`src/rtl/rx_gasket_pkg.sv`:
```
// Shared types and constants for the PIPE RX symbol packer: width_sel encodings,
// default comma/skip symbols, alignment state and the symbols-per-word decode.
package rx_gasket_pkg;

    localparam logic [1:0] WIDTH_SEL_1SYM = 2'd0;
    localparam logic [1:0] WIDTH_SEL_2SYM = 2'd1;
    localparam logic [1:0] WIDTH_SEL_MAX  = 2'd2;

    localparam logic [7:0] COM_SYM_DEFAULT = 8'hBC;  // K28.5
    localparam logic [7:0] SKP_SYM_DEFAULT = 8'h1C;  // K28.0

    typedef enum logic {
        UNALIGNED = 1'b0,
        ALIGNED   = 1'b1
    } align_state_e;

    function automatic int syms_per_word(input logic [1:0] width_sel, input int max_syms);
        int n;
        case (width_sel)
            WIDTH_SEL_1SYM: n = 1;
            WIDTH_SEL_2SYM: n = 2;
            WIDTH_SEL_MAX:  n = max_syms;
            default:        n = max_syms;
        endcase
        return n;
    endfunction

endpackage

```
`src/rtl/rx_symbol_packer_if.sv`:
```
// Ready/valid word stream from the symbol packer towards the MAC-side RX logic.
interface rx_symbol_packer_if #(
    parameter int SYM_W    = 8,
    parameter int MAX_SYMS = 4
);
    logic                      out_valid;
    logic                      out_ready;
    logic [MAX_SYMS*SYM_W-1:0] out_data;
    logic [MAX_SYMS-1:0]       out_datak;

    modport master (output out_valid, output out_data, output out_datak, input out_ready);
    modport slave  (input out_valid, input out_data, input out_datak, output out_ready);
endinterface

```
`src/rtl/rx_word_fifo.sv`:
```
// Synchronous word FIFO; a push while full is accepted only when a pop frees a slot
// in the same cycle.
module rx_word_fifo #(
    parameter int WIDTH = 36,
    parameter int DEPTH = 4
) (
    input  logic             PCLK,
    input  logic             Rst,
    input  logic             push,
    input  logic [WIDTH-1:0] push_data,
    input  logic             pop,
    output logic [WIDTH-1:0] head_data,
    output logic             empty,
    output logic             full
);
    localparam int PTR_W = $clog2(DEPTH);
    localparam int CNT_W = PTR_W + 1;

    logic [WIDTH-1:0] mem_q [DEPTH];
    logic [PTR_W-1:0] wr_ptr_q, wr_ptr_d;
    logic [PTR_W-1:0] rd_ptr_q, rd_ptr_d;
    logic [CNT_W-1:0] count_q, count_d;
    logic             do_push, do_pop;

    assign empty     = (count_q == '0);
    assign full      = (count_q == CNT_W'(DEPTH));
    assign head_data = mem_q[rd_ptr_q];

    // NOTE: every signal gets a default before any branch so no latch is inferred.
    always_comb begin
        do_pop   = pop && !empty;
        do_push  = push && (!full || do_pop);
        wr_ptr_d = wr_ptr_q + PTR_W'(do_push);
        rd_ptr_d = rd_ptr_q + PTR_W'(do_pop);
        count_d  = count_q + CNT_W'(do_push) - CNT_W'(do_pop);
    end

    // NOTE: non-blocking assignments in clocked blocks so every flop samples pre-edge values.
    always_ff @(posedge PCLK) begin
        if (Rst) begin
            wr_ptr_q <= '0;
            rd_ptr_q <= '0;
            count_q  <= '0;
        end else begin
            wr_ptr_q <= wr_ptr_d;
            rd_ptr_q <= rd_ptr_d;
            count_q  <= count_d;
        end
    end

    // NOTE: storage is not reset; the count alone decides which entries are meaningful.
    always_ff @(posedge PCLK) begin
        if (do_push) mem_q[wr_ptr_q] <= push_data;
    end

endmodule

```
`src/rtl/rx_symbol_packer.sv`:
```
// PIPE RX gasket: COM alignment, SKP removal and packing of decoded symbols into
// 1/2/MAX_SYMS-symbol words with a per-slot K mask, buffered by a word FIFO.
module rx_symbol_packer
    import rx_gasket_pkg::*;
#(
    parameter int               SYM_W      = 8,
    parameter int               MAX_SYMS   = 4,
    parameter int               FIFO_DEPTH = 4,
    parameter logic [SYM_W-1:0] COM_SYM    = SYM_W'(COM_SYM_DEFAULT),
    parameter logic [SYM_W-1:0] SKP_SYM    = SYM_W'(SKP_SYM_DEFAULT)
) (
    input  logic                      PCLK,
    input  logic                      Rst,
    input  logic [1:0]                width_sel,
    input  logic                      rx_elec_idle,
    input  logic                      sym_valid,
    input  logic [SYM_W-1:0]          sym_data,
    input  logic                      sym_datak,
    rx_symbol_packer_if.master        out_if,
    output logic                      aligned,
    output logic                      align_err,
    output logic                      overflow
);
    localparam int SLOT_W = $clog2(MAX_SYMS + 1);
    localparam int IDX_W  = $clog2(MAX_SYMS);
    localparam int WORD_W = MAX_SYMS * (SYM_W + 1);

    align_state_e                  state_q, state_d;
    logic [SLOT_W-1:0]             slot_q, slot_d;
    logic [1:0]                    width_q, width_d;
    logic [MAX_SYMS-1:0][SYM_W-1:0] data_q, data_d;
    logic [MAX_SYMS-1:0]           datak_q, datak_d;
    logic                          align_err_q, align_err_d;
    logic                          overflow_q, overflow_d;

    logic              is_com, is_skp, accept, restart;
    logic [1:0]        eff_width;
    logic [SLOT_W-1:0] words_n, wr_slot;
    logic              push;
    logic [WORD_W-1:0] push_word, head_word;
    logic              fifo_empty, fifo_full, fifo_pop;

    assign fifo_pop = !fifo_empty && out_if.out_ready;

    always_comb begin
        state_d     = state_q;
        slot_d      = slot_q;
        width_d     = width_q;
        data_d      = data_q;
        datak_d     = datak_q;
        align_err_d = 1'b0;
        push        = 1'b0;
        push_word   = '0;
        wr_slot     = '0;

        is_com  = sym_valid && sym_datak && (sym_data == COM_SYM);
        is_skp  = sym_valid && sym_datak && (sym_data == SKP_SYM);
        restart = (state_q == ALIGNED) && is_com && (slot_q != '0);
        accept  = (state_q == UNALIGNED) ? is_com : (sym_valid && !is_skp);

        // Width is only sampled at a word boundary; a restarted word keeps the held width.
        eff_width = (slot_q == '0) ? width_sel : width_q;
        words_n   = SLOT_W'(syms_per_word(eff_width, MAX_SYMS));
        if (slot_q == '0) width_d = width_sel;

        if (rx_elec_idle) begin
            state_d = UNALIGNED;
            slot_d  = '0;
        end else if (accept) begin
            state_d     = ALIGNED;
            align_err_d = restart;
            wr_slot     = (state_q == UNALIGNED || restart) ? '0 : slot_q;
            if (wr_slot == '0) begin
                data_d  = '0;
                datak_d = '0;
            end
            data_d[wr_slot[IDX_W-1:0]]  = sym_data;
            datak_d[wr_slot[IDX_W-1:0]] = sym_datak;
            slot_d = wr_slot + SLOT_W'(1);
            if (slot_d == words_n) begin
                push      = 1'b1;
                push_word = {datak_d, data_d};
                slot_d    = '0;
            end
        end

        overflow_d = overflow_q || (push && fifo_full && !fifo_pop);
    end

    always_ff @(posedge PCLK) begin
        if (Rst) begin
            state_q     <= UNALIGNED;
            slot_q      <= '0;
            width_q     <= width_sel;
            data_q      <= '0;
            datak_q     <= '0;
            align_err_q <= 1'b0;
            overflow_q  <= 1'b0;
        end else begin
            state_q     <= state_d;
            slot_q      <= slot_d;
            width_q     <= width_d;
            data_q      <= data_d;
            datak_q     <= datak_d;
            align_err_q <= align_err_d;
            overflow_q  <= overflow_d;
        end
    end

    rx_word_fifo #(
        .WIDTH (WORD_W),
        .DEPTH (FIFO_DEPTH)
    ) u_fifo (
        .PCLK      (PCLK),
        .Rst       (Rst),
        .push      (push),
        .push_data (push_word),
        .pop       (fifo_pop),
        .head_data (head_word),
        .empty     (fifo_empty),
        .full      (fifo_full)
    );

    assign out_if.out_valid = !fifo_empty;
    assign {out_if.out_datak, out_if.out_data} = fifo_empty ? '0 : head_word;

    assign aligned   = (state_q == ALIGNED);
    assign align_err = align_err_q;
    assign overflow  = overflow_q;

endmodule
```
`src/flat_wrapper.sv`:
```
// flat-port wrapper written by rule: the top's interface ports become plain ports
module rx_symbol_packer_flat import rx_gasket_pkg::*;
#(
    parameter int               SYM_W      = 8,
    parameter int               MAX_SYMS   = 4,
    parameter int               FIFO_DEPTH = 4,
    parameter logic [SYM_W-1:0] COM_SYM    = SYM_W'(COM_SYM_DEFAULT),
    parameter logic [SYM_W-1:0] SKP_SYM    = SYM_W'(SKP_SYM_DEFAULT)
)
  (PCLK, Rst, width_sel, rx_elec_idle, sym_valid, sym_data, sym_datak, aligned, align_err, overflow, out_if_out_valid, out_if_out_data, out_if_out_datak, out_if_out_ready);
  rx_symbol_packer_if #(.SYM_W(SYM_W), .MAX_SYMS(MAX_SYMS)) out_if_i ();
  input  logic PCLK;
  input  logic Rst;
  input  logic [1:0] width_sel;
  input  logic rx_elec_idle;
  input  logic sym_valid;
  input  logic [SYM_W-1:0] sym_data;
  input  logic sym_datak;
  output logic aligned;
  output logic align_err;
  output logic overflow;
  output wire logic [$bits(out_if_i.out_valid)-1:0] out_if_out_valid;
  output wire logic [$bits(out_if_i.out_data)-1:0] out_if_out_data;
  output wire logic [$bits(out_if_i.out_datak)-1:0] out_if_out_datak;
  input wire logic [$bits(out_if_i.out_ready)-1:0] out_if_out_ready;
  assign out_if_out_valid = out_if_i.out_valid;
  assign out_if_out_data = out_if_i.out_data;
  assign out_if_out_datak = out_if_i.out_datak;
  assign out_if_i.out_ready = out_if_out_ready;
  rx_symbol_packer #(.SYM_W(SYM_W), .MAX_SYMS(MAX_SYMS), .FIFO_DEPTH(FIFO_DEPTH), .COM_SYM(COM_SYM), .SKP_SYM(SKP_SYM)) u_core (.PCLK(PCLK), .Rst(Rst), .width_sel(width_sel), .rx_elec_idle(rx_elec_idle), .sym_valid(sym_valid), .sym_data(sym_data), .sym_datak(sym_datak), .out_if(out_if_i), .aligned(aligned), .align_err(align_err), .overflow(overflow));
endmodule
```
`config.mk`:
```
export PLATFORM = sky130hd
export DESIGN_NAME = rx_symbol_packer_flat
export DESIGN_NICKNAME = d
export VERILOG_FILES = /design/src/rtl/rx_gasket_pkg.sv /design/src/rtl/rx_symbol_packer_if.sv /design/src/rtl/rx_word_fifo.sv /design/src/rtl/rx_symbol_packer.sv /design/src/flat_wrapper.sv
export SDC_FILE = /design/constraint.sdc
export NUM_CORES = 1
export LEC_CHECK = 0
export CAP_MARGIN = 20
export CELL_PAD_IN_SITES_DETAIL_PLACEMENT = 0
export CELL_PAD_IN_SITES_GLOBAL_PLACEMENT = 1
export CORE_ASPECT_RATIO = 1.2
export CORE_MARGIN = 2
export CORE_UTILIZATION = 49
export DETAILED_ROUTE_END_ITERATION = 16
export PLACE_DENSITY_LB_ADDON = 0.1
export REMOVE_ABC_BUFFERS = 1
export SKIP_CTS_REPAIR_TIMING = 1
export SYNTH_ARGS = -nofsm -noshare
export SYNTH_HDL_FRONTEND = slang
export SYNTH_SLANG_ARGS = --single-unit
```
`constraint.sdc`:
```
create_clock -name PCLK -period 8.2 [get_ports PCLK]
set_input_delay 1.23 -clock PCLK [delete_from_list [all_inputs] [get_ports PCLK]]
set_output_delay 1.23 -clock PCLK [all_outputs]
set_load 0.01 [all_outputs]
```
=== Word-level counts from Yosys, hierarchy flattened ===
Memory sizes are Yosys's and may differ from the RTL's. A register that Yosys moved wholly into a read port is not among the register bits.
Index checks and enable logic that the tools add are counted.

* Add/sub/neg operators: 5
* $lt $le $gt $ge: 2
* Equal/unequal tests: 5
* Mux-type cells: 28
* Bitwise logic cells: 3
* Reduce and logical (&&, ||, !) cells: 27

{| class="wikitable"
|+ Operators by type and width
! cell !! count
|-
| $mux 36 || 4
|-
| $mux 32 || 3
|-
| $bwmux 32 || 1
|-
| $demux 8 s2 || 1
|-
| $logic_and 1x1->1 || 12
|-
| $mux 4 || 3
|-
| $logic_not 3->1 || 3
|-
| $eq 8x5->1 const B || 1
|-
| $eq 8x8->1 const B || 1
|-
| $mux 8 || 1
|-
| $mux 1 || 7
|-
| $mux 2 || 3
|-
| $mux 3 || 2
|-
| $pmux 3 s2 || 1
|-
| $add 2x1->2 || 2
|-
| $bwmux 4 || 1
|-
| $logic_not 1->1 || 4
|-
| $add 3x1->3 || 1
|-
| $add 3x1->3 const B || 1
|-
| $eq 3x3->1 || 1
|-
| $eq 3x3->1 const B || 1
|-
| $logic_or 1x1->1 || 3
|-
| $lt 2x3->1 const B || 1
|-
| $not 1->1 || 3
|-
| 9 further kinds || 9
|}

* Register bits after elaboration: 51
* Bits in writable memories: 144
* Input port bits: 16
* Output and inout bits: 40
* Logic and storage cells: 84
* Memories: 1

{| class="wikitable"
|+ Memories
! memory !! words !! width !! read ports !! clocked after Yosys merged registers in !! wr ports !! RTL line !! source
|-
| u_core.u_fifo.mem_q || 4 || 36 || 1 || 1 || 1 || rx_word_fifo.sv:19 || <nowiki>logic [WIDTH-1:0] mem_q [DEPTH];</nowiki>
|}

=== Longest topological paths before layout ===
Gate-level depths: netlist of the first run.

* Word-level depth: 14
* Mapped depth: 19
* Mapped depth without buffers: 17

=== By module ===
A second synthesis of the first run with hierarchy kept.

* Cells, all modules: 585
* Area, all modules: 8533.2 µm²

{| class="wikitable"
|+ Modules (own cells, without submodules)
! module !! instances !! cells each !! area an instance (µm²) !! seq. area each (µm²)
|-
| rx_word_fifo || 1 || 225 || 5644.2 || 4464.3
|-
| rx_symbol_packer || 1 || 360 || 2889.0 || 880.8
|}

=== Worst setup path before layout of the first run ===
No wires, ideal clock.

* Kind: input to register
* Start: in sym_data[1]
* End: mem u_core.u_fifo.mem_q[1][0] (enable)
* Arrival: 7.102 ns
* Required time: 7.668 ns
* Path slack: 0.565 ns
* Stages on the path: 12
* Cell sequence: buf_2 nand4bb_4 o31a_1 buf_6 nand2_1 inv_1 ha_1 nand2b_1 a2111oi_1 o211a_2 o21ai_2 nor4b_1

* Longest elaborated chain between the ends: 14
* Elaborated cells between the ends (all ways): 19
* Classes of those cells: add/sub: 1; eq/ne: 3; mux: 7; reduce/logical: 8

{| class="wikitable"
|+ RTL lines
! item !! RTL line !! source
|-
| start, declared || flat_wrapper.sv:17 || <nowiki>input logic [SYM_W-1:0] sym_data;</nowiki>
|-
| $eq 8x8->1 || rx_symbol_packer.sv:56 || <nowiki>is_com = sym_valid && sym_datak && (sym_data == COM_SYM);</nowiki>
|-
| $logic_and 1x1->1 || rx_symbol_packer.sv:56 ||
|-
| $logic_and 1x1->1 (2 in a row) || rx_symbol_packer.sv:58 || <nowiki>restart = (state_q == ALIGNED) && is_com && (slot_q != '0);</nowiki>
|-
| $logic_or 1x1->1 || rx_symbol_packer.sv:72 || <nowiki>wr_slot = (state_q == UNALIGNED || restart) ? '0 : slot_q;</nowiki>
|-
| $mux 3 || rx_symbol_packer.sv:72 ||
|-
| $add 3x1->3 || rx_symbol_packer.sv:79 || <nowiki>slot_d = wr_slot + SLOT_W'(1);</nowiki>
|-
| $eq 3x3->1 || rx_symbol_packer.sv:80 || <nowiki>if (slot_d == words_n) begin</nowiki>
|-
| $mux 1 || rx_symbol_packer.sv:80 ||
|-
| $mux 1 (*) || rx_symbol_packer.sv:69 || <nowiki>end else if (accept) begin</nowiki>
|-
| $mux 1 (*) || rx_symbol_packer.sv:66 || <nowiki>if (rx_elec_idle) begin</nowiki>
|-
| $logic_and 1x1->1 (*) || rx_word_fifo.sv:32 || <nowiki>do_push = push && (!full || do_pop);</nowiki>
|-
| $mux 1 (*) || rx_word_fifo.sv:53 || <nowiki>if (do_push) mem_q[wr_ptr_q] <= push_data;</nowiki>
|-
| $mux 1 (not written as such) (*) || rx_word_fifo.sv:53 ||
|-
| end, declared || rx_word_fifo.sv:19 ||
|}

Mark *: on every way between the ends. The rest lies on a longest branch, timed or not.

=== Final worst setup path of the first run ===
* Start: in sym_data[4]
* End: reg u_core.u_fifo.count_q[2]

* Longest elaborated chain between the ends: 14
* Elaborated cells between the ends (all ways): 19
* Classes of those cells: add/sub: 3; eq/ne: 3; mux: 5; reduce/logical: 8

{| class="wikitable"
|+ RTL lines
! item !! RTL line !! source
|-
| $eq 8x8->1 || rx_symbol_packer.sv:56 ||
|-
| $logic_and 1x1->1 || rx_symbol_packer.sv:56 ||
|-
| $logic_and 1x1->1 (2 in a row) || rx_symbol_packer.sv:58 ||
|-
| $logic_or 1x1->1 || rx_symbol_packer.sv:72 ||
|-
| $mux 3 || rx_symbol_packer.sv:72 ||
|-
| $add 3x1->3 || rx_symbol_packer.sv:79 ||
|-
| $eq 3x3->1 || rx_symbol_packer.sv:80 ||
|-
| $mux 1 || rx_symbol_packer.sv:80 ||
|-
| $mux 1 (*) || rx_symbol_packer.sv:69 ||
|-
| $mux 1 (*) || rx_symbol_packer.sv:66 ||
|-
| $logic_and 1x1->1 (*) || rx_word_fifo.sv:32 ||
|-
| $add 3x1->3 (*) || rx_word_fifo.sv:35 || <nowiki>count_d = count_q + CNT_W'(do_push) - CNT_W'(do_pop);</nowiki>
|-
| $sub 3x1->3 (*) || rx_word_fifo.sv:35 ||
|-
| end signal, assigned || rx_word_fifo.sv:47 || <nowiki>count_q <= count_d;</nowiki>
|-
| end, declared || rx_word_fifo.sv:22 || <nowiki>logic [CNT_W-1:0] count_q, count_d;</nowiki>
|}

Marked as above.
A chain may end at the register's enable or synchronous reset.

==> run metrics, run 1 <==
status complete, no violations; most common cell after layout, fill and taps aside edfxtp_1; Final Max Slew Viols 0; CP startpoint kind input pin; reg2reg start u_core.aligned; GP Congestion 0.7971; Sw Pwr 0.6454 mW; Post-synth EDFFs 144; FP Rows 52; Switching Fraction 25.08%; clk root buf clkbuf_16; htree depth 4; GRT Util Overall 21.12%; VDD IR max 0.2475 mV; share of power burned in registers 41.4%; CP max-delay cell clkdlybuf4s50_1; Worst EP arrival 6180 ps; cell taking the most area after synthesis edfxtp_1; Layout area overhead 16.43%; R2R Path End u_core.u_fifo.count_q[2]; die area 18150 µm²; leakage power 2.948 nW; largest net degree at the start of global routing 49; layout cells sized above 1 15.79%; DRC 0; post-synthesis cell count 612; crit path cell chain clkdlybuf4s50_1, nand3b_1, o31a_1, nand2_1, inv_1, ha_1, nand2b_1, a2111oi_1, o211a_2, o21ai_4, buf_4, or2_2, ha_1, inv_1, ha_1, fa_1, xnor2_1, xnor2_1, nor2_1; Cell Area, Synth 8369 µm²; first-pass detailed-route iteration total 5; Final Hold Fails 0; top-level I/O count 56; nets 675; Cell Pwr Density 264.1 nW/µm²; detailed placement HPWL 11.56 mm; synthesis-stage register bit count 195; Reg clk slew, reported paths 70 ps; grt ovf 0; worst hold endpoint u_core.overflow; CTS tree built; unrepaired setup endpoints after global routing no; maximum clock rate 0.1700 GHz; final core utilization 58.05%; WL final 18.11 mm; asr flop ratio synth 0%; Skew-Pair Late Insertion Delay 420 ps; top area cells in the synthesized netlist edfxtp_1 52%, dfxtp_1 12%, mux4_2 9.7%; hold-critical path depth 2; internal power 1.928 mW; Max-cap violations 0; overall power 2.574 mW; Syn Area/Cell 13.68 µm²; vias per std cell 5.807; reg2reg setup slack 3680 ps; largest fanout on the critical path 28; # port buffers 55; post-place setup slack 1935 ps; combinational share of power 24.1%; gr busiest metal met2; clock share of power 34.6%; met3 usage in global routing 4.270%; final setup TNS 0 ps; clk_skew 11.27 ps; initial antenna violation count 0; hold crit path type flop to flop; CP required 8500 ps; yosys warns 0; met1 Usage GRT 28.74%; Crit Path Class input pin to flop; FF-to-FF path depth 16; final period utilization 71.74%; Final Critical Period 5883 ps; die height 147.2 µm; # clock sinks 195; max incr delay on CP 740 ps; Die Width 123.3 µm; met2 Track Usage GR 34.70%; endpoint class of the critical path flop; Routed Antenna Nets 0; Final setup viols 0; sequential-to-total area share from yosys stat 63.87%; slew margin rel. 35.01%; Worst Max-Slew Pin Slew 971.6 ps; Cell variety after synth 53; Worst path most repeated cell ha_1; initial detailed-routing violation count 430; Via Count 5122; commonest cells after routing, fill and taps aside 144 x edfxtp_1, 55 x clkdlybuf4s50_1, 50 x dfxtp_1; Worst Hold Launch u_core.overflow; Synth Flop Type edfxtp_1; Yosys top cell area share 51.67%; CTS max path bufs 2; initial core utilization 49.86%; fin worst setup slack 2317 ps; vias in the first global route 5063; worst hold slack 460.6 ps; Avg WL per Cell 20.54 µm; first-pass GRT wire length 28.57 mm; core area 16790 µm²; clock buffer count from CTS 17
==> layout make-up <==
| class | count | area [µm²] |
|---|---|---|
| multi-input cells | 356 | 2771 |
| clock inverters | 14 | 205.2 |
| inverters | 9 | 33.78 |
| flip-flops and latches | 195 | 5346 |
| fillers | 1362 | 7042 |
| repair buffers | 73 | 685.7 |
| well taps | 216 | 270.3 |
| diodes | 1 | 2.502 |
| clock buffers | 18 | 429.2 |
==> per-layer routing <==
| metal | part of all wire [%] | vias to the layer above |
|---|---|---|
| li1 | - | 2385 |
| met5 | 0 | - |
| met3 | 5.0 | 16 |
| met1 | 43 | 2560 |
| met2 | 51 | 161 |
| met4 | 1.2 | 0 |
==> registers in the layout, indices dropped and copies added, names as in the netlist <==
| name | flops |
|---|---|
| u_core.slot_q | 3 |
| u_core.u_fifo.wr_ptr_q | 2 |
| u_core.data_q | 32 |
| u_core.u_fifo.count_q | 3 |
| u_core.u_fifo.rd_ptr_q | 2 |
| u_core.align_err | 1 |
| u_core.datak_q | 4 |
| u_core.u_fifo.mem_q | 144 |
| u_core.width_q | 2 |
| u_core.overflow | 1 |
| u_core.aligned | 1 |
==> logic make-up after synthesis <==
kind of cell | count (synthesis) | synth area share [%]
AO/OA/AOI/OAI | 132 | 9.523
XOR/XNOR | 5 | 0.5232
adder cells (fa/ha/maj) | 7 | 1.136
buffers and inverters | 61 | 3.423
flip-flops | 195 | 63.87
multiplexers | 40 | 10.20
AND/OR/NAND/NOR | 172 | 11.33
==> synth_stat cells (5+ instances only) <==
cell type / count
clkbuf_1: 22
nand2_1: 28
ha_1: 6
nand3_1: 38
a21oi_1: 49
buf_2: 21
o21ai_0: 36
a22oi_1: 27
nor2b_1: 41
dfxtp_1: 51
inv_1: 9
edfxtp_1: 144
nor3_1: 5
nor2_1: 38
mux4_2: 36
==> power by group through the flow <==
stage | Clock (mW) | Sequential, mW | Combinational (mW)
2_1_floorplan | 0 | 1.12 | 0.293
3_3_place_gp | 0 | 1.09 | 0.633
3_5_place_dp | 0 | 1.09 | 0.635
4_1_cts | 0.904 | 1.06 | 0.640
5_1_grt | 0.943 | 1.07 | 0.675
6_report | 0.890 | 1.06 | 0.619
==> worst max-delay path by stage <==
stage	startpoint	endpoint	slack, ps
floorplan	sym_data[0]	u_core.u_fifo.mem_q[1][0]	320
global placement	sym_data[0]	u_core.u_fifo.count_q[2]	2100
detailed placement	sym_datak	u_core.u_fifo.count_q[2]	1930
CTS	sym_datak	u_core.u_fifo.count_q[2]	2360
global route	sym_data[4]	u_core.u_fifo.count_q[2]	2070
finish	sym_data[4]	u_core.u_fifo.count_q[2]	2320
==> stage by stage <==
step	instances	area, µm²
3_5_place_dp	849	9107
2_1_floorplan	560	8117
3_3_place_gp	849	9107
4_1_cts	881	9742
6_report	882	9744
5_1_grt	881	9742
==> critical path, delay by kind of cell <==
kind	cells	cell delay [ps]
simple gates	5	900
xor+xnor	2	370
buf+inv	4	1110
fa+ha+maj	4	1180
compound gates	4	1350
No activity file was read; power rests on OpenSTA's default activity.
==> run 2, diff against run 1 <==
--- a/config.mk
+++ b/config.mk
@@ -10,7 +10,7 @@
 export CELL_PAD_IN_SITES_GLOBAL_PLACEMENT = 1
 export CORE_ASPECT_RATIO = 1.2
 export CORE_MARGIN = 2
-export CORE_UTILIZATION = 49
+export CORE_UTILIZATION = 44
 export DETAILED_ROUTE_END_ITERATION = 16
 export PLACE_DENSITY_LB_ADDON = 0.1
 export REMOVE_ABC_BUFFERS = 1
==> constraint.sdc (replaced) <==
create_clock -name PCLK -period 4.89 [get_ports PCLK]
set_input_delay 0.7335 -clock PCLK [delete_from_list [all_inputs] [get_ports PCLK]]
set_output_delay 0.7335 -clock PCLK [all_outputs]
set_load 0.01 [all_outputs]
==> run 2 against run 1 <==
Worst hold slack improved by 4.1 ps. Sequential cell count unchanged. Power increased by 71%. Critical path depth decreased by 1. Setup slack got worse by 2000 ps. Final cell count increased by 6.5%. Largest power group unchanged. Core utilization decreased by 5.2 points. Clock power increased by 56%. Sequential share of layout area decreased by 1.0 points. Largest cell class unchanged. Clock skew decreased by 3.6 ps. First-iteration DRC count decreased by 4.2%. Clock-buffer cell count decreased by 1.
==> run metrics, run 2 (same netlist as run 1, synthesis figures left out) <==
Crit Path Class input pin to flop; WL final 18.54 mm (+2.4%); die height 155.1 µm (+5.4%); largest fanout on the critical path 4 (-86%); final setup TNS 0 ps (unchanged); CP startpoint kind input pin; Sequential Area 5346 µm² (unchanged); Cell Pwr Density 444.3 nW/µm² (+68%); Worst Max-Slew Pin Slew 993.4 ps (+21.75 ps); Multi-input gate area 2771 µm² (unchanged); die area 20140 µm² (+11%); max reg flops 144 (unchanged); grt ovf 0 (unchanged); Final Critical Period 4548 ps; CTS tree built; hold crit path type flop to flop; layout cells sized above 1 18.59% (+2.8 points); n_diodes 0 (-1); post-place setup slack -88.59 ps (-2023 ps); final instance area 9932 µm² (+1.9%); # clock sinks 195 (unchanged); initial detailed-routing violation count 412 (-4.2%); Skew-Pair Late Insertion Delay 430 ps (about the same); most common cell after layout, fill and taps aside edfxtp_1; internal power 3.156 mW (+64%); htree depth 4 (unchanged); Biggest register u_core.u_fifo.mem_q; share of power burned in registers 41.2% (-0.2 points); DRC 0 (unchanged); worst hold slack 464.7 ps (+4.148 ps); Final Non-Filler Cells 939 (+6.5%); fin worst setup slack 341.8 ps (-1976 ps); Layout area overhead 18.67%; FP Rows 55 (+5.8%); vias per std cell 5.568 (-4.1%); vias in the first global route 5148 (+1.7%); initial core utilization 44.55% (-5.3 points); Worst Hold Launch u_core.overflow; Die Width 129.9 µm (+5.3%); clock buffer count from CTS 17 (unchanged); Largest regs u_core.u_fifo.mem_q x144, u_core.data_q x32, u_core.datak_q x4; first-pass detailed-route iteration total 4 (-1); top-level I/O count 56 (unchanged); GRT Util Overall 19.41% (-1.7 points); status complete, no violations; CTS max path bufs 2 (unchanged); clk_skew 7.691 ps (-3.577 ps); CP required 5180 ps (-3320 ps); Max-cap violations 0 (unchanged); Avg WL per Cell 19.75 µm (-3.8%); maximum clock rate 0.2199 GHz; initial antenna violation count 0 (unchanged); Final Hold Fails 0 (unchanged); VDD IR max 0.2808 mV (+13%); unrepaired setup endpoints after global routing no; combinational share of power 27.3% (+3.2 points); Switching Fraction 28.48% (+3.4 points); final period utilization 93.01%; GP Congestion 0.7632 (-4.3%); clock share of power 31.5% (-3.1 points); Via Count 5228 (+2.1%); Placed Instances 907 (+6.8%); Worst Setup SP sym_data[2]; nets 693 (+2.7%); largest net degree at the start of global routing 42 (-14%); Routed Antenna Nets 0 (unchanged); Sw Pwr 1.257 mW (+95%); core area 18790 µm² (+12%); Worst EP arrival 4840 ps (-1340 ps); endpoint class of the critical path flop; slew margin rel. 33.57% (-1.4 points); Final Max Slew Viols 0 (unchanged); detailed placement HPWL 11.54 mm (-0.17%); reg2reg start u_core.aligned; Reg clk slew, reported paths 80 ps (about the same); leakage power 2.846 nW (-3.5%); # port buffers 55 (unchanged); commonest cells after routing, fill and taps aside 144 x edfxtp_1, 55 x clkdlybuf4s50_1, 50 x dfxtp_1; Placement Cell Area 9330 µm² (+2.4%); clk root buf clkbuf_16; # fillers 1605 (+18%); Final setup viols 0 (unchanged); first-pass GRT wire length 29.10 mm (+1.9%)
## run 2: final timing paths
path	cells after the start	to	slack, ps
worst max-delay path	18	u_core.u_fifo.count_q[2]	340
worst min-delay path	2	u_core.overflow	460
worst min register to register	2	u_core.overflow	460
worst max register to register	15	u_core.u_fifo.count_q[2]	880
## run 2: routing by layer
| layer | share of wire [%] | global-route usage (%) | vias to the layer above |
|---|---|---|---|
| met4 | 1.7 | 6.554 | 0 |
| met5 | 0 | 0 | - |
| li1 | - | - | 2433 |
| met3 | 3.4 | 3.267 | 25 |
| met1 | 45 | 26.83 | 2653 |
| met2 | 50 | 31.31 | 117 |
## run 2: final cells by class
type / instances / area share, %
clock buffers: 17 / 4.283
clock inverters: 15 / 1.776
inverters: 9 / 0.3401
multi-input cells: 356 / 27.90
flip-flops and latches: 195 / 53.83
well taps: 256 / 3.225
repair buffers: 91 / 8.642
## run 2: power by group through the flow
stage	clock, mW	combinational (mW)	sequential [mW]
5_1_grt	1.48	1.31	1.83
2_1_floorplan	0	0.559	1.89
6_report	1.39	1.20	1.82
3_5_place_dp	0	1.23	1.86
4_1_cts	1.42	1.23	1.82
3_3_place_gp	0	1.22	1.86
## run 2: critical path: stages
cell,delay [ps]
clkdlybuf4s50_1,540
nand4bb_4,150
o31a_1,360
nand2_1,100
inv_1,50
ha_1,310
nand2b_1,170
a2111oi_1,460
o211a_2,290
o21ai_4,60
or2_2,270
ha_1,270
inv_1,40
ha_1,210
fa_1,410
xnor2_1,200
xnor2_1,140
nor2_1,50
## run 2: metrics by stage
step	power, mW	util (%)
after global routing	4.610	52.87
after floorplan	2.445	-
after CTS	4.473	52.87
after global placement	3.076	49.66
final	4.412	52.87
after detailed placement	3.085	49.66
